## src/rtl/mem_pkg.sv

```systemverilog
// Shared encodings for the two-port Wishbone arbiter.
// Holds FSM states, the word width and the port-select code.
package mem_pkg;

    localparam int WORD_WIDTH = 32;

    typedef enum logic [1:0] {
        ST_IDLE = 2'd0,
        ST_BUS  = 2'd1,
        ST_GAP  = 2'd2
    } arb_state_t;

    typedef enum logic {
        PORT_A = 1'b0,
        PORT_B = 1'b1
    } port_t;

endpackage

```

## src/rtl/rr_arbiter2.sv

```systemverilog
// Two-way round-robin grant with its last-grant register.
// Last-grant resets to port B so port A wins the first contention.
import mem_pkg::*;

module rr_arbiter2 (
    input  logic clk,
    input  logic rst,
    input  logic en,
    input  logic req_a,
    input  logic req_b,
    output logic gnt_valid,
    output logic gnt_port
);

    port_t last_q;
    port_t pick;

    always_comb begin
        pick = PORT_A;
        if (req_a && req_b) begin
            pick = (last_q == PORT_B) ? PORT_A : PORT_B;
        end else if (req_b) begin
            pick = PORT_B;
        end
    end

    assign gnt_valid = en && (req_a || req_b);
    assign gnt_port  = logic'(pick);

    always_ff @(posedge clk) begin
        if (!rst) begin
            last_q <= PORT_B;
        end else if (gnt_valid) begin
            last_q <= pick;
        end
    end

endmodule

```

## src/rtl/wb_port_arbiter.sv

```systemverilog
// Arbitrates a fetch port and a data port onto one Wishbone
// classic master with retry, timeout and error reporting.
import mem_pkg::*;

module wb_port_arbiter #(
    parameter int CACHE_WIDTH = 128,
    parameter int MAX_RETRY   = 3,
    parameter int TIMEOUT     = 255
) (
    input  logic                     clk,
    input  logic                     rst,
    input  logic                     a_req,
    input  logic [29:0]              a_addr,
    output logic                     a_ack,
    output logic                     a_err,
    output logic [31:0]              a_data,
    input  logic                     b_req,
    input  logic [29:0]              b_addr,
    input  logic                     b_we,
    input  logic [31:0]              b_wdata,
    input  logic [3:0]               b_be,
    output logic                     b_ack,
    output logic                     b_err,
    output logic [31:0]              b_rdata,
    output logic [31:0]              wb_adr_o,
    output logic [CACHE_WIDTH-1:0]   wb_dat_o,
    output logic                     wb_we_o,
    output logic [CACHE_WIDTH/8-1:0] wb_sel_o,
    output logic                     wb_stb_o,
    output logic                     wb_cyc_o,
    input  logic [CACHE_WIDTH-1:0]   wb_dat_i,
    input  logic                     wb_ack_i,
    input  logic                     wb_err_i,
    input  logic                     wb_rty_i
);

    localparam int LANES = CACHE_WIDTH / WORD_WIDTH;
    localparam int LW    = (LANES > 1) ? $clog2(LANES) : 1;
    localparam int SW    = CACHE_WIDTH / 8;
    localparam int RW    = $clog2(MAX_RETRY + 2);
    localparam int TW    = $clog2(TIMEOUT + 2);

    arb_state_t    state;
    port_t         cur_port;
    logic [LW-1:0] lane_q;
    logic [RW-1:0] retry_q;
    logic [TW-1:0] tmo_q;

    logic gnt_valid;
    logic gnt_port;
    port_t gnt_sel;

    // A request is still held during its own ack cycle; it is
    // the completed one, so it must not be granted again.
    rr_arbiter2 u_rr (
        .clk       (clk),
        .rst       (rst),
        .en        (state == ST_IDLE),
        .req_a     (a_req && !a_ack),
        .req_b     (b_req && !b_ack),
        .gnt_valid (gnt_valid),
        .gnt_port  (gnt_port)
    );

    assign gnt_sel = port_t'(gnt_port);

    logic [29:0]            g_addr;
    logic                   g_we;
    logic [LW-1:0]          g_lane;
    logic [3:0]             g_be;
    logic [SW-1:0]          g_sel;
    logic [CACHE_WIDTH-1:0] g_dat;

    assign g_addr = (gnt_sel == PORT_B) ? b_addr : a_addr;
    assign g_we   = (gnt_sel == PORT_B) && b_we;
    assign g_lane = (LANES > 1) ? g_addr[LW-1:0] : '0;
    assign g_be   = g_we ? b_be : 4'hF;
    assign g_sel  = SW'(g_be) << (4 * g_lane);
    assign g_dat  = g_we ? {LANES{b_wdata}} : '0;

    logic [WORD_WIDTH-1:0] rd_word;
    logic rty_left;
    logic tmo_hit;
    logic bus_fail;
    logic bus_retry;
    logic bus_done;

    assign rd_word   = WORD_WIDTH'(wb_dat_i >> (WORD_WIDTH * lane_q));
    assign rty_left  = retry_q != RW'(MAX_RETRY);
    assign tmo_hit   = tmo_q == TW'(TIMEOUT - 1);
    assign bus_fail  = !wb_ack_i &&
                       (wb_err_i ||
                        (wb_rty_i && !rty_left) ||
                        (!wb_rty_i && tmo_hit));
    assign bus_retry = !wb_ack_i && !wb_err_i &&
                       wb_rty_i && rty_left;
    assign bus_done  = wb_ack_i || bus_fail;

    always_ff @(posedge clk) begin
        if (!rst) begin
            state    <= ST_IDLE;
            cur_port <= PORT_A;
            lane_q   <= '0;
            retry_q  <= '0;
            tmo_q    <= '0;
            wb_cyc_o <= 1'b0;
            wb_stb_o <= 1'b0;
            wb_adr_o <= '0;
            wb_we_o  <= 1'b0;
            wb_sel_o <= '0;
            wb_dat_o <= '0;
            a_ack    <= 1'b0;
            a_err    <= 1'b0;
            a_data   <= '0;
            b_ack    <= 1'b0;
            b_err    <= 1'b0;
            b_rdata  <= '0;
        end else begin
            a_ack   <= 1'b0;
            a_err   <= 1'b0;
            a_data  <= '0;
            b_ack   <= 1'b0;
            b_err   <= 1'b0;
            b_rdata <= '0;
            unique case (state)
                ST_IDLE: begin
                    if (gnt_valid) begin
                        state    <= ST_BUS;
                        cur_port <= gnt_sel;
                        lane_q   <= g_lane;
                        retry_q  <= '0;
                        tmo_q    <= '0;
                        wb_cyc_o <= 1'b1;
                        wb_stb_o <= 1'b1;
                        wb_adr_o <= {g_addr, 2'b00};
                        wb_we_o  <= g_we;
                        wb_sel_o <= g_sel;
                        wb_dat_o <= g_dat;
                    end
                end
                ST_BUS: begin
                    if (bus_done) begin
                        state    <= ST_IDLE;
                        wb_cyc_o <= 1'b0;
                        wb_stb_o <= 1'b0;
                        wb_adr_o <= '0;
                        wb_we_o  <= 1'b0;
                        wb_sel_o <= '0;
                        wb_dat_o <= '0;
                        if (cur_port == PORT_A) begin
                            a_ack  <= 1'b1;
                            a_err  <= bus_fail;
                            a_data <= wb_ack_i ? rd_word : '0;
                        end else begin
                            b_ack   <= 1'b1;
                            b_err   <= bus_fail;
                            b_rdata <= wb_ack_i ? rd_word : '0;
                        end
                    end else if (bus_retry) begin
                        state    <= ST_GAP;
                        wb_cyc_o <= 1'b0;
                        wb_stb_o <= 1'b0;
                        retry_q  <= retry_q + 1'b1;
                    end else begin
                        tmo_q <= tmo_q + 1'b1;
                    end
                end
                ST_GAP: begin
                    state    <= ST_BUS;
                    wb_cyc_o <= 1'b1;
                    wb_stb_o <= 1'b1;
                    tmo_q    <= '0;
                end
                default: state <= ST_IDLE;
            endcase
        end
    end

endmodule

```

## config.mk

```make
export PLATFORM = sky130hd
export DESIGN_NAME = wb_port_arbiter
export DESIGN_NICKNAME = d
export VERILOG_FILES = /design/src/rtl/mem_pkg.sv /design/src/rtl/rr_arbiter2.sv /design/src/rtl/wb_port_arbiter.sv
export SDC_FILE = /design/constraint.sdc
export NUM_CORES = 1
export LEC_CHECK = 0
export BUFFER_PORTS_ARGS = -buffer_cell sky130_fd_sc_hd__buf_4
export CORE_AREA = 8 8 182 184
export CTS_BUF_LIST = sky130_fd_sc_hd__clkbuf_2 sky130_fd_sc_hd__clkbuf_4 sky130_fd_sc_hd__clkbuf_8
export CTS_CLUSTER_SIZE = 28
export DETAILED_ROUTE_END_ITERATION = 6
export DIE_AREA = 0 0 190 192
export PLACE_DENSITY = 0.61
export SLEW_MARGIN = 20
export SYNTH_ARGS = -nofsm -noshare
export SYNTH_HDL_FRONTEND = slang
export SYNTH_SLANG_ARGS = --single-unit
```

## constraint.sdc

```tcl
create_clock -name clk -period 2.5 [get_ports clk]
set_input_delay 0.375 -clock clk [delete_from_list [all_inputs] [get_ports clk]]
set_output_delay 0.375 -clock clk [all_outputs]
set_load 0.01 [all_outputs]
```

# --- Word-level counts from Yosys, hierarchy flattened ---
# Cells that the tools add are included.
op_classes:
  addsub: 2
  n_eq_ne: 10
  n_shift: 2
  n_mux: 37
  n_bitwise: 3
  reduce_logical: 33
op_table:
  columns: ["operator", "n"]
  rows:
  - ["$mux W128", 3]
  - ["$pmux W128 S2", 1]
  - ["$shr A128 B7 Y32", 1]
  - ["$mux W32", 3]
  - ["$pmux W32 S2", 1]
  - ["$mux W16", 2]
  - ["$pmux W16 S2", 1]
  - ["$mux W30", 1]
  - ["$mux W9", 3]
  - ["$pmux W9 S3", 1]
  - ["$shl A4 B4 Y16", 1]
  - ["$reduce_and A4 Y1", 3]
  - ["$logic_and A1 B1 Y1", 11]
  - ["$mux W1", 10]
  - ["$ne A2 B2 Y1 const B", 5]
  - ["$add A9 B1 Y9 const B", 1]
  - ["$eq A9 B8 Y1 const B", 1]
  - ["$mux W3", 3]
  - ["$reduce_and A3 Y1", 3]
  - ["$logic_not A1 Y1", 6]
  - ["$mux W2", 3]
  - ["$pmux W2 S3", 1]
  - ["$pmux W3 S2", 1]
  - ["$logic_or A1 B1 Y1", 4]
  - ["14 further kinds", 17]
word_totals:
  register_bits: 264
  out_inout_bits: 247
  elab_cells: 104

# --- Depth between registers and ports, before layout ---
depth:
  word_depth: 9
  ltp_mapped: 8

# --- By module ---
# A second synthesis with hierarchy kept.
hier_totals:
  cells_unflattened: 645
  hier_area_um2: 7159.4
modules_own_cells:
  columns: ["module", "instances", "cells_each", "area_per_inst_um2"]
  rows:
  - ["wb_port_arbiter", 1, 639, 7104.3]
  - ["rr_arbiter2", 1, 6, 55.1]

# --- Worst setup path before layout ---
# OpenSTA, ideal clock, no wires.
synth_path:
  kind: "reg2reg"
  start: "register retry_q[0]"
  end: "register wb_sel_o[13]"
  arrival_time_ps: 1895
  path_slack_ps: 534
  stages_incl_launch_ff: 9
  n_path_buf: 2
  period_less_slack_ps: 1966
  cell_sequence: "dfxtp_1 > ha_1 > ha_1 > a211oi_1 > o31ai_1 > a211oi_2 > buf_2 > buf_2 > o2bb2ai_1"
synth_between:
  elab_chain_cells: 9
synth_lines:
  columns: ["item", "line_no", "source"]
  rows:
  - ["start: declaration", "wb_port_arbiter.sv:46", "logic [RW-1:0] retry_q;"]
  - ["start signal: assignment", "wb_port_arbiter.sv:163", "retry_q <= retry_q + 1'b1;"]
  - ["$ne A3 B2 Y1", "wb_port_arbiter.sv:89", "assign rty_left = retry_q != RW'(MAX_RETRY);"]
  - ["$logic_not A1 Y1", "wb_port_arbiter.sv:93", "(wb_rty_i && !rty_left) ||"]
  - ["$logic_and A1 B1 Y1", "wb_port_arbiter.sv:93", null]
  - ["$logic_or A1 B1 Y1", "wb_port_arbiter.sv:92", "(wb_err_i ||"]
  - ["$logic_or A1 B1 Y1", "wb_port_arbiter.sv:93", null]
  - ["$logic_and A1 B1 Y1", "wb_port_arbiter.sv:91", "assign bus_fail = !wb_ack_i &&"]
  - ["$logic_or A1 B1 Y1", "wb_port_arbiter.sv:97", "assign bus_done = wb_ack_i || bus_fail;"]
  - ["$ne A2 B2 Y1 (no line)", null, null]
  - ["$reduce_and A3 Y1 (no line)", null, null]
  - ["end signal: assignment", "wb_port_arbiter.sv:137", "wb_sel_o <= g_sel;"]
  - ["end: declaration", "wb_port_arbiter.sv:28", "output logic [CACHE_WIDTH/8-1:0] wb_sel_o,"]
# Every way passes these cells.
# A chain may end at the register's enable or synchronous reset.

# --- Final worst setup path ---
layout_path:
  start: "register tmo_q[0]"
  end: "register tmo_q[5]"
layout_between:
  elab_chain_cells: 7
layout_lines:
  columns: ["item", "line_no", "source"]
  rows:
  - ["start: declaration", "wb_port_arbiter.sv:47", "logic [TW-1:0] tmo_q;"]
  - ["start signal: assignment", "wb_port_arbiter.sv:165", "tmo_q <= tmo_q + 1'b1;"]
  - ["branches (longest 7 deep; another with $add A9 B1 Y9)", null, null]
# Several ways; the timed one is not identified. The select of a mux whose other input is x is not followed.

==> flow_summary_export.csv <==
group,metric,value,unit
route,viasPerCell,4.47,
clock_network,insertion_delay,460,ps
logic_synthesis,ys_ff_latch,166,
min_path,hold_path.class,"in2reg",
timing,setup_tns,0,ps
cells_and_area,area_growth_syn_to_layout,53.3,%
logic_synthesis,yosys.area_share.xor_xnor,0,
logic_synthesis,muxShareOfSynthArea,0.141,
floorplanning,start_util,0.240,
logic_synthesis,async_reset_ff_frac,0,
grt,met2_usage,0.258,
timing,tightestPinTransition,619,ps
setup_path,cp_max_fo,10,
setup_path,endpoint_kind,"flip-flop",
timing,finalHoldViolCount,0,
logic_synthesis,syn_inst,719,
cells_and_area,drive_above_1_share,0.522,
route,drt_iter0_drc,218,
cells_and_area,fin_util,0.368,
grt,grt_pass1_wl,41000,microns
grt,grt.total_usage,0.145,
timing,setup_viol,0,
cells_and_area,diodes,0,
route,drt_first_pass_iters,4,
status,status,"completed",
route,routedWlPerCell,18.8,microns
route,routed_wl,28400,microns
floorplanning,rows,64,
clock_network,clockBufferDepth,2,
floorplanning,die-area,36500,sq um
logic_synthesis,ys.flop_type,"dfxtp_1",
logic_synthesis,synth_top_family_by_area,"multiplexers",
grt,grt.busiest_layer,"met2",
grt,grt_pass1_vias,7033,
placed_design,gp_congestion,0.791,
floorplanning,die_x,190,microns
logic_synthesis,synth_edf_count,0,
setup_path,cp-start-kind,"flip-flop",
floorplanning,chipHeight,192,microns
clock_network,cts.repair.resized,0,
setup_path,crit_required,2880,ps
power_and_ir_drop,ir_worst_vdd,321,uV
logic_synthesis,yosys.area_share.simple,0.123,
logic_synthesis,netlist_area,7240,sq um
timing,fin_crit,2140,ps
grt,antenna_found_initial,1,
floorplanning,ios,479,
clock_network,cts_root_buf,"clkbuf_8",
clock_network,clock_sinks,166,
power_and_ir_drop,power_density,551,nW/um^2
cells_and_area,fillCellCount,2982,
timing,skew,23.2,ps
grt,met3_usage,0.0572,
logic_synthesis,avgSynthCellArea,10.1,sq um
setup_path,timing.setup.critical_path_class,"reg2reg",
grt,grt-ovfl-total,0,
floorplanning,core_region_area,30200,sq um
timing,slew-limit-headroom,0.584,
route,drtAntennaViolNets,0,
logic_synthesis,synth_compound_area_frac,0.133,
route,vias,6746,
clock_network,holdBufCountCts,0,
grt,met1_usage,0.157,
logic_synthesis,ys_seq_area_frac,0.459,
clock_network,cts_tree,"yes",
clock_network,numCtsBuffers,17,
flow_run,max_cap_violations,0,
timing,period_share,0.855,
cells_and_area,finalInstanceArea,11100,sq um
clock_network,post-cts-setup-buffers,0,
grt,grt_max_degree,50,
timing,max_freq,468,MHz
logic_synthesis,yosysWarnings,0,
placed_design,dpl-instance-area,10700,sq um
logic_synthesis,synthAdderAreaFrac,0.00691,
placed_design,port_buffers,476,
timing,slew_viol_final,0,
timing,rsz0062_at_grt,"false",
route,drc,0,
clock_network,h-tree-depth,4,
clock_network,clkTransAtPathRegs,100,ps
logic_synthesis,synthDistinctLibCells,45,
setup_path,worst_ep_arrival_time,2510,ps
placed_design,post-dp-hpwl,22800,microns
power_and_ir_drop,p_leak,0.00518,uW
cells_and_area,nNetsFinal,1335,
==> power by group <==
group          switching [uW]  internal, uW  total (uW)
Sequential               74.3          2750        2820
Clock                    1200           849        2050
Combinational             564           684        1250
==> state kept, by name, indices dropped and copies added (netlist names) <==
register,flops
b_rdata,32
tmo_q,9
state,2
cur_port,1
a_err,1
wb_sel_o,16
wb_adr_o,30
a_data,32
u_rr.last_q,1
b_ack,1
wb_we_o,1
wb_dat_o,32
a_ack,1
wb_cyc_o,1
b_err,1
lane_q,2
retry_q,3
==> logic make-up after synthesis <==
| kind of cell | count (synthesis) |
|---|---|
| AND/OR/NAND/NOR | 198 |
| flip-flops | 166 |
| buffers and inverters | 157 |
| AO/OA/AOI/OAI | 131 |
| multiplexers | 62 |
| adder cells (fa/ha/maj) | 4 |
| other | 1 |
==> synthesized netlist by cell type (6+ instances only) <==
master / number / area, sq um
dfxtp_1: 166 / 3320
buf_4: 99 / 743
nor2_1: 77 / 289
nand2_1: 48 / 180
nand3_1: 41 / 205
a22o_1: 36 / 315
mux4_2: 32 / 721
o22ai_1: 31 / 194
mux2i_1: 30 / 300
clkbuf_1: 27 / 101
buf_2: 14 / 70.1
a21oi_1: 13 / 65.1
o2bb2ai_1: 12 / 105
inv_1: 11 / 41.3
o21ai_0: 10 / 50.1
a31oi_1: 7 / 43.8
nor4_1: 6 / 37.5
o21a_1: 6 / 45.0
==> per-stage QoR <==
| stage | power, uW | std cells | hold WS, ps | worst slack [ps] |
|---|---|---|---|---|
| 4_1_cts | 6240 | 1508 | 79.5 | 378 |
| 6_report | 6120 | 1508 | 124 | 362 |
| 3_3_place_gp | 4140 | 1476 | 437 | 399 |
| 5_1_grt | 6440 | 1508 | 69.9 | 170 |
| 2_1_floorplan | 3490 | 720 | 448 | 534 |
| 3_5_place_dp | 4150 | 1476 | 442 | 371 |
==> path summary, 6_finish.rpt <==
check | startpoint | endpoint | slack, ps | depth (start not counted)
setup reg to reg | tmo_q[0] | tmo_q[5] | 360 | 6
hold / removal | b_wdata[15] | wb_dat_o[111] | 120 | 2
setup / recovery | tmo_q[0] | tmo_q[5] | 360 | 6
hold reg to reg | wb_we_o | wb_we_o | 460 | 1
==> cell type report <==
type / count / area [sq um] / share of cell area
Tap cell: 396 / 495 / 0.0446
Multi-Input combinational cell: 397 / 2950 / 0.266
Sequential cell: 166 / 3320 / 0.299
Clock inverter: 15 / 185 / 0.0167
Inverter: 11 / 41.3 / 0.00372
Clock buffer: 17 / 234 / 0.0211
Timing Repair Buffer: 506 / 3870 / 0.349
==> worst max-delay path: stages (launching register included) <==
cell and delay [ps]:
dfxtp_1 350, inv_1 110, ha_1 150, nand4b_1 140, or3_1 560, a221o_1 540
a31oi_1 210
==> layout by cell type, fill, tap and decap left out, types with 3 or more instances in the layout <==
cell type,instances
buf_12,6
clkinvlp_4,4
ha_1,4
a211oi_1,4
nor2_1,76
buf_4,500
o21ai_0,10
nand3_1,41
dfxtp_1,165
mux4_2,32
clkbuf_8,17
clkinv_8,4
nor4_1,6
nand2b_1,4
mux2i_1,30
a31oi_1,7
a21oi_1,12
nand3b_1,3
o22ai_1,31
o2bb2ai_1,12
o21a_1,6
inv_1,11
a22o_1,36
or3_1,4
inv_8,3
inv_6,3
nand2_1,47
==> routing by layer <==
metal,vias up,part of all wire
met3,25,0.092
met1,3220,0.38
li1,3227,-
met2,272,0.52
met4,2,0.013
met5,-,0.00046
Power figures use the tool's default switching activity.
